==> src/rtl/maze_pkg.sv <==
// rtl/maze_pkg.sv - shared encodings and sizes for the maze game
package maze_pkg;

    localparam int POS_W   = 9;
    localparam int MAX_NUM = 19;

    // PLAY must remain 2'b10: the mover decodes this value directly.
    typedef enum logic [1:0] {
        ST_IDLE = 2'b00,
        ST_GEN  = 2'b01,
        ST_PLAY = 2'b10,
        ST_DONE = 2'b11
    } state_t;

endpackage

==> src/rtl/tick_gen.sv <==
// rtl/tick_gen.sv - move-clock divider with a commit strobe one clk after the rising edge
module tick_gen #(
    parameter int CLK_HZ  = 100_000_000,
    parameter int TICK_HZ = 10
) (
    input  logic clk,
    input  logic rst_n,
    output logic clk_10Hz,
    output logic commit
);

    localparam int PERIOD = CLK_HZ / TICK_HZ;
    localparam int HALF   = PERIOD / 2;
    localparam int DIV_W  = $clog2(PERIOD);

    logic [DIV_W-1:0] div;
    logic [DIV_W-1:0] div_next;

    // Wrap the phase counter at PERIOD-1.
    always_comb begin
        div_next = (div == DIV_W'(PERIOD - 1)) ? '0 : div + 1'b1;
    end

    // Phase counter and registered square wave, high for the first half period.
    always_ff @(posedge clk or negedge rst_n) begin
        if (!rst_n) begin
            div      <= '0;
            clk_10Hz <= 1'b1;
        end else begin
            div      <= div_next;
            clk_10Hz <= (div_next < DIV_W'(HALF));
        end
    end

    // Mover outputs have had a full clk to settle after the rising edge.
    assign commit = (div == DIV_W'(1));

endmodule

==> src/rtl/maze_game_ctrl.sv <==
// rtl/maze_game_ctrl.sv - game sequencer; optional time limit under MAZE_TIMEOUT_EN
module maze_game_ctrl
    import maze_pkg::*;
#(
    parameter int CLK_HZ       = 100_000_000,
    parameter int TICK_HZ      = 10,
    parameter int MAX_NUM      = maze_pkg::MAX_NUM,
    parameter int TIME_LIMIT_S = 120
) (
    input  logic             clk,
    input  logic             rst_n,
    input  logic             start,
    input  logic             map_ready,
    input  logic [4:0]       num,
    input  logic [POS_W-1:0] new_x,
    input  logic [POS_W-1:0] new_y,
    input  logic             arrived,
    output logic [1:0]       state,
    output logic             clk_10Hz,
    output logic             gen_req,
    output logic [POS_W-1:0] my_x,
    output logic [POS_W-1:0] my_y,
    output logic [15:0]      steps,
    output logic [7:0]       seconds,
    output logic             timed_out
);

`ifdef MAZE_TIMEOUT_EN
    localparam bit TIMEOUT_EN = 1'b1;
`else
    localparam bit TIMEOUT_EN = 1'b0;
`endif

    state_t      state_q;
    state_t      state_d;
    logic        gen_req_d;
    logic        commit;
    logic        play_commit;
    logic        enter_play;
    logic        num_ok;
    logic        sec_wrap;
    logic        timeout_hit;
    logic [15:0] sec_tick;
    logic [7:0]  seconds_inc;

    tick_gen #(
        .CLK_HZ (CLK_HZ),
        .TICK_HZ(TICK_HZ)
    ) u_tick_gen (
        .clk     (clk),
        .rst_n   (rst_n),
        .clk_10Hz(clk_10Hz),
        .commit  (commit)
    );

    // Qualify the map size, and precompute the seconds value a commit would produce.
    always_comb begin
        num_ok      = (num != 5'd0) && ({27'd0, num} <= 32'(MAX_NUM));
        sec_wrap    = (sec_tick == 16'(TICK_HZ - 1));
        seconds_inc = (sec_wrap && seconds != 8'hFF) ? seconds + 8'd1 : seconds;
        timeout_hit = TIMEOUT_EN && ({24'd0, seconds_inc} >= 32'(TIME_LIMIT_S));
    end

    // Next-state logic; start beats a commit, arrival beats timeout.
    always_comb begin
        state_d     = state_q;
        gen_req_d   = 1'b0;
        play_commit = 1'b0;
        case (state_q)
            ST_IDLE: begin
                if (start) begin
                    gen_req_d = 1'b1;
                    state_d   = ST_GEN;
                end
            end
            ST_GEN: begin
                if (map_ready && num_ok) state_d = ST_PLAY;
            end
            ST_PLAY: begin
                if (start) begin
                    gen_req_d = 1'b1;
                    state_d   = ST_GEN;
                end else if (commit) begin
                    if (arrived) begin
                        state_d = ST_DONE;
                    end else begin
                        play_commit = 1'b1;
                        if (timeout_hit) state_d = ST_DONE;
                    end
                end
            end
            ST_DONE: begin
                if (start) begin
                    gen_req_d = 1'b1;
                    state_d   = ST_GEN;
                end
            end
            default: state_d = ST_IDLE;
        endcase
    end

    assign enter_play = (state_q == ST_GEN) && (state_d == ST_PLAY);

    // State register.
    always_ff @(posedge clk or negedge rst_n) begin
        if (!rst_n) state_q <= ST_IDLE;
        else        state_q <= state_d;
    end

    assign state = state_q;

    // Position, step and time counters: cleared on PLAY entry, advanced on each commit.
    always_ff @(posedge clk or negedge rst_n) begin
        if (!rst_n) begin
            gen_req  <= 1'b0;
            my_x     <= '0;
            my_y     <= '0;
            steps    <= '0;
            seconds  <= '0;
            sec_tick <= '0;
        end else begin
            gen_req <= gen_req_d;
            if (enter_play) begin
                my_x     <= '0;
                my_y     <= '0;
                steps    <= '0;
                seconds  <= '0;
                sec_tick <= '0;
            end else if (play_commit) begin
                my_x <= new_x;
                my_y <= new_y;
                if ((new_x != my_x || new_y != my_y) && steps != 16'hFFFF)
                    steps <= steps + 16'd1;
                sec_tick <= sec_wrap ? 16'd0 : sec_tick + 16'd1;
                seconds  <= seconds_inc;
            end
        end
    end

`ifdef MAZE_TIMEOUT_EN
    // Timeout flag, set only by a commit that runs out the clock without arrival.
    always_ff @(posedge clk or negedge rst_n) begin
        if (!rst_n)                         timed_out <= 1'b0;
        else if (enter_play)                timed_out <= 1'b0;
        else if (play_commit && timeout_hit) timed_out <= 1'b1;
    end
`else
    assign timed_out = 1'b0;
`endif

endmodule

==> config.mk <==
export PLATFORM = sky130hd
export DESIGN_NAME = maze_game_ctrl
export DESIGN_NICKNAME = d
export VERILOG_FILES = /design/src/rtl/maze_pkg.sv /design/src/rtl/tick_gen.sv /design/src/rtl/maze_game_ctrl.sv
export SDC_FILE = /design/constraint.sdc
export NUM_CORES = 1
export LEC_CHECK = 0
export ABC_AREA = 1
export CAP_MARGIN = 5
export CELL_PAD_IN_SITES_DETAIL_PLACEMENT = 0
export CELL_PAD_IN_SITES_GLOBAL_PLACEMENT = 2
export CORE_MARGIN = 2
export CORE_UTILIZATION = 33
export CTS_CLUSTER_DIAMETER = 100
export DETAILED_ROUTE_END_ITERATION = 10
export GPL_TIMING_DRIVEN = 0
export PLACE_DENSITY = 0.89
export SYNTH_ARGS = -nofsm -noshare
export SYNTH_HDL_FRONTEND = slang
export SYNTH_SLANG_ARGS = --single-unit
==> constraint.sdc <==
create_clock -name clk -period 5.4 [get_ports clk]
set_clock_uncertainty 0.2 [all_clocks]
set_input_delay 0.81 -clock clk [delete_from_list [all_inputs] [get_ports clk]]
set_output_delay 0.81 -clock clk [all_outputs]
set_load 0.02 [all_outputs]
==> flow_metrics.tcl <==
set metrics [dict create \
    status "complete, no violations" \
    crit_path_end_kind "register" \
    setup_slack_ns 2.66 \
    fillCellCount 1843 \
    max_cap_viol_count 0 \
    post_cts_resized 0 \
    synth_edf_count 0 \
    cellPowerDensity_nw_per_um2 264 \
    maxSlewHeadroom 0.456 \
    final-setup-viol-count 0 \
    synth_cells 840 \
    placed_cells 1139 \
    netSwitchingPower_uw 612 \
    cts_hold_buffers 0 \
    die_h_um 135 \
    htreeDepth 3 \
    post_drt_wl_per_cell_um 13.8 \
    required_ns 5.45 \
    syn2layout_area_growth_pct 23.0 \
    ys_warn_count 0 \
    syn_area_um2 5690 \
    drt_iter0_markers 333 \
    antenna_found_initial 0 \
    cts_setup_buffers 0 \
    final_nets 962 \
    layout_min_cycle_time_ns 2.74 \
    die_area_um2 18300 \
    drv_slew 0 \
    p_leak_uw 0.00343 \
    path_max_fanout 10 \
    first_global_vias 5182 \
    vias 5422 \
    clock_tree.root_cell "clkbuf_16" \
    clk_pin_slew_ns 0.07 \
    dp_hpwl_um 12100 \
    drc 0 \
    ys_ff_latch 86 \
    cts_sinks 86 \
    num_rows 48 \
    synth.most_common_cell "nand2_1" \
    portBuffers 73 \
    yosysTopAreaCell "dfrtp_1" \
    synth_cell_types 36 \
    grt_pass1_wl_um 26200 \
    worstRegToRegCells 9 \
    grt_max_degree 47 \
    antennaDiodeCount 0 \
    ir_worst_vdd_v 0.000149 \
    clk_latency_ns 0.35 \
    synth-async-reset-ratio 1.00 \
    p_int_uw 1230 \
    worstReg2RegEnd "u_tick_gen.clk_10Hz$_DFF_PN1_" \
    drtPass1Iterations 5 \
    fin_cells 1155 \
    cp-start-kind "input port" \
    path_class "in2reg" \
    core_area_um2 17100 \
    hp-class "in2async" \
    post_synth.cell_area_avg_um2 6.77 \
    cts_buffers 9 \
    fp.dieW_um 135 \
    synth_common_cells "nand2_1, nor2_1, inv_1" \
    num_io_pins 75 \
    critical_path.startpoint "new_x[1]" \
    synth_nets 877 \
    vias_per_cell 4.69 \
    sw_frac_of_total 0.332 \
    ys_seq_area_frac 0.378 \
    fmax_ghz 0.365 \
    clkPwrFrac 0.322 \
    yosys.area.top_type_share 0.374 \
    cts_buffer_depth 2 \
    ant_nets 0 \
    grt.overflow.total 0 \
    finalWirelength_um 15900 \
    power_uw 1850 \
    grtUsageTotal 0.180 \
    reg2reg_from "u_tick_gen.div[0]$_DFF_PN0_" \
    pwr-share-comb 0.249 \
    r2r_slack_ns 2.71 \
    layout-drive-gt1-share 0.0731 \
    hold_viol 0 \
    cts_tree "done" \
    post-place-ws_ns 2.25 \
    postLayoutCoreUtil 0.410 \
    worst_slew_pin_slew_ns 0.812 \
    crit_arrival_ns 2.78 \
    fin_crit_sh 0.507 \
    seqPwrFrac 0.429 \
    ys.flop_type "dfrtp_1" \
    gp_congestion 0.855 \
    rsz0062_at_grt "no" \
    synthTopCellsByArea "dfrtp_1, nand2_1, nand3_1" \
    start_util 0.334 \
]
-- cell type report --
| class | instances | area [µm²] | area share |
|---|---|---|---|
| plain buffers | 17 | 96.3 | 0.0138 |
| clock buffers | 9 | 225 | 0.0322 |
| clock inverters | 7 | 48.8 | 0.00697 |
| inverters | 128 | 480 | 0.0686 |
| multi-input cells | 609 | 2960 | 0.423 |
| flip-flops and latches | 86 | 2150 | 0.308 |
| well taps | 225 | 282 | 0.0402 |
| repair buffers | 74 | 756 | 0.108 |
-- cells in the final DEF, fill, tap and decap left out, drive strengths merged --
master / synthesis / routed
nand2: 228 / 228
nor2: 130 / 130
inv: 128 / 129
nand3: 100 / 100
dfrtp: 85 / 85
clkdlybuf4s50: 0 / 72
nand4: 34 / 34
a21oi: 25 / 25
xor2: 22 / 22
nor3: 20 / 20
buf: 15 / 17
clkbuf: 2 / 11
o21ai: 10 / 10
xnor2: 9 / 9
ha: 9 / 9
or2: 5 / 5
o21bai: 4 / 4
nor4: 4 / 4
clkinvlp: 0 / 4
nand3b: 3 / 3
and3: 2 / 2
clkinv: 0 / 2
o22ai: 1 / 1
nor3b: 1 / 1
o211ai: 1 / 1
conb: 1 / 1
dfstp: 1 / 1
-- routing by layer --
| metal | vias up | track usage | wire length [µm] | part of all wire |
|---|---|---|---|---|
| met5 | - | 0 | 0 | 0 |
| met4 | 0 | 0.0324 | 140 | 0.0088 |
| met3 | 8 | 0.0382 | 473 | 0.030 |
| met2 | 80 | 0.317 | 7860 | 0.49 |
| met1 | 2505 | 0.230 | 7410 | 0.47 |
| li1 | 2829 | - | - | - |
-- worst max-delay path by stage --
stage                                              end  slack, ns
final                             steps[7]$_DFFE_PN0P_       2.66
after global routing             steps[15]$_DFFE_PN0P_       2.50
after CTS                        steps[14]$_DFFE_PN0P_       2.61
after detailed placement         steps[14]$_DFFE_PN0P_       2.25
after global placement    u_tick_gen.div[18]$_DFF_PN0_      -0.11
after floorplan                   steps[7]$_DFFE_PN0P_       3.09
-- metrics by stage --
stage               TNS, ns  hold WS, ns  cell area (µm²)
floorplan                 0        0.260             5690
global placement      -9.05        0.286             6700
detailed placement        0        0.290             6730
CTS                       0        0.278             7000
global route              0        0.293             7000
finish                    0        0.263             7000
-- cell families after synthesis --
| group | count (synthesis) | share of synthesized area |
|---|---|---|
| compound gates | 41 | 0.0385 |
| buf+inv | 145 | 0.101 |
| simple gates | 527 | 0.413 |
| xor+xnor | 31 | 0.0477 |
| fa+ha+maj | 9 | 0.0198 |
| flops | 86 | 0.378 |
| other cells | 1 | 0.000659 |
-- power groups by stage --
| stage | Combinational (µW) | Clock (µW) | Sequential [µW] |
|---|---|---|---|
| after detailed placement | 465 | 0 | 804 |
| final | 460 | 595 | 792 |
| after floorplan | 168 | 0 | 871 |
| after CTS | 466 | 617 | 792 |
| after global placement | 459 | 0 | 805 |
| after global routing | 508 | 639 | 806 |
-- worst max-delay path, cell delays in order --
cell,delay (ns)
clkdlybuf4s50_1,0.50
inv_1,0.05
nand2_1,0.05
nand4_1,0.11
nor3_1,0.36
nand3_2,0.27
nand3_2,0.23
inv_2,0.06
buf_6,0.14
a21oi_1,0.13
nor2_1,0.06
-- sequential cells by signal, indices dropped and copies added, names as in the netlist --
| signal | count |
|---|---|
| my_y | 9 |
| sec_tick | 16 |
| u_tick_gen.clk_10Hz | 1 |
| seconds | 8 |
| gen_req | 1 |
| steps | 16 |
| state | 2 |
| u_tick_gen.div | 24 |
| my_x | 9 |
(Power assumes the default switching activity.)
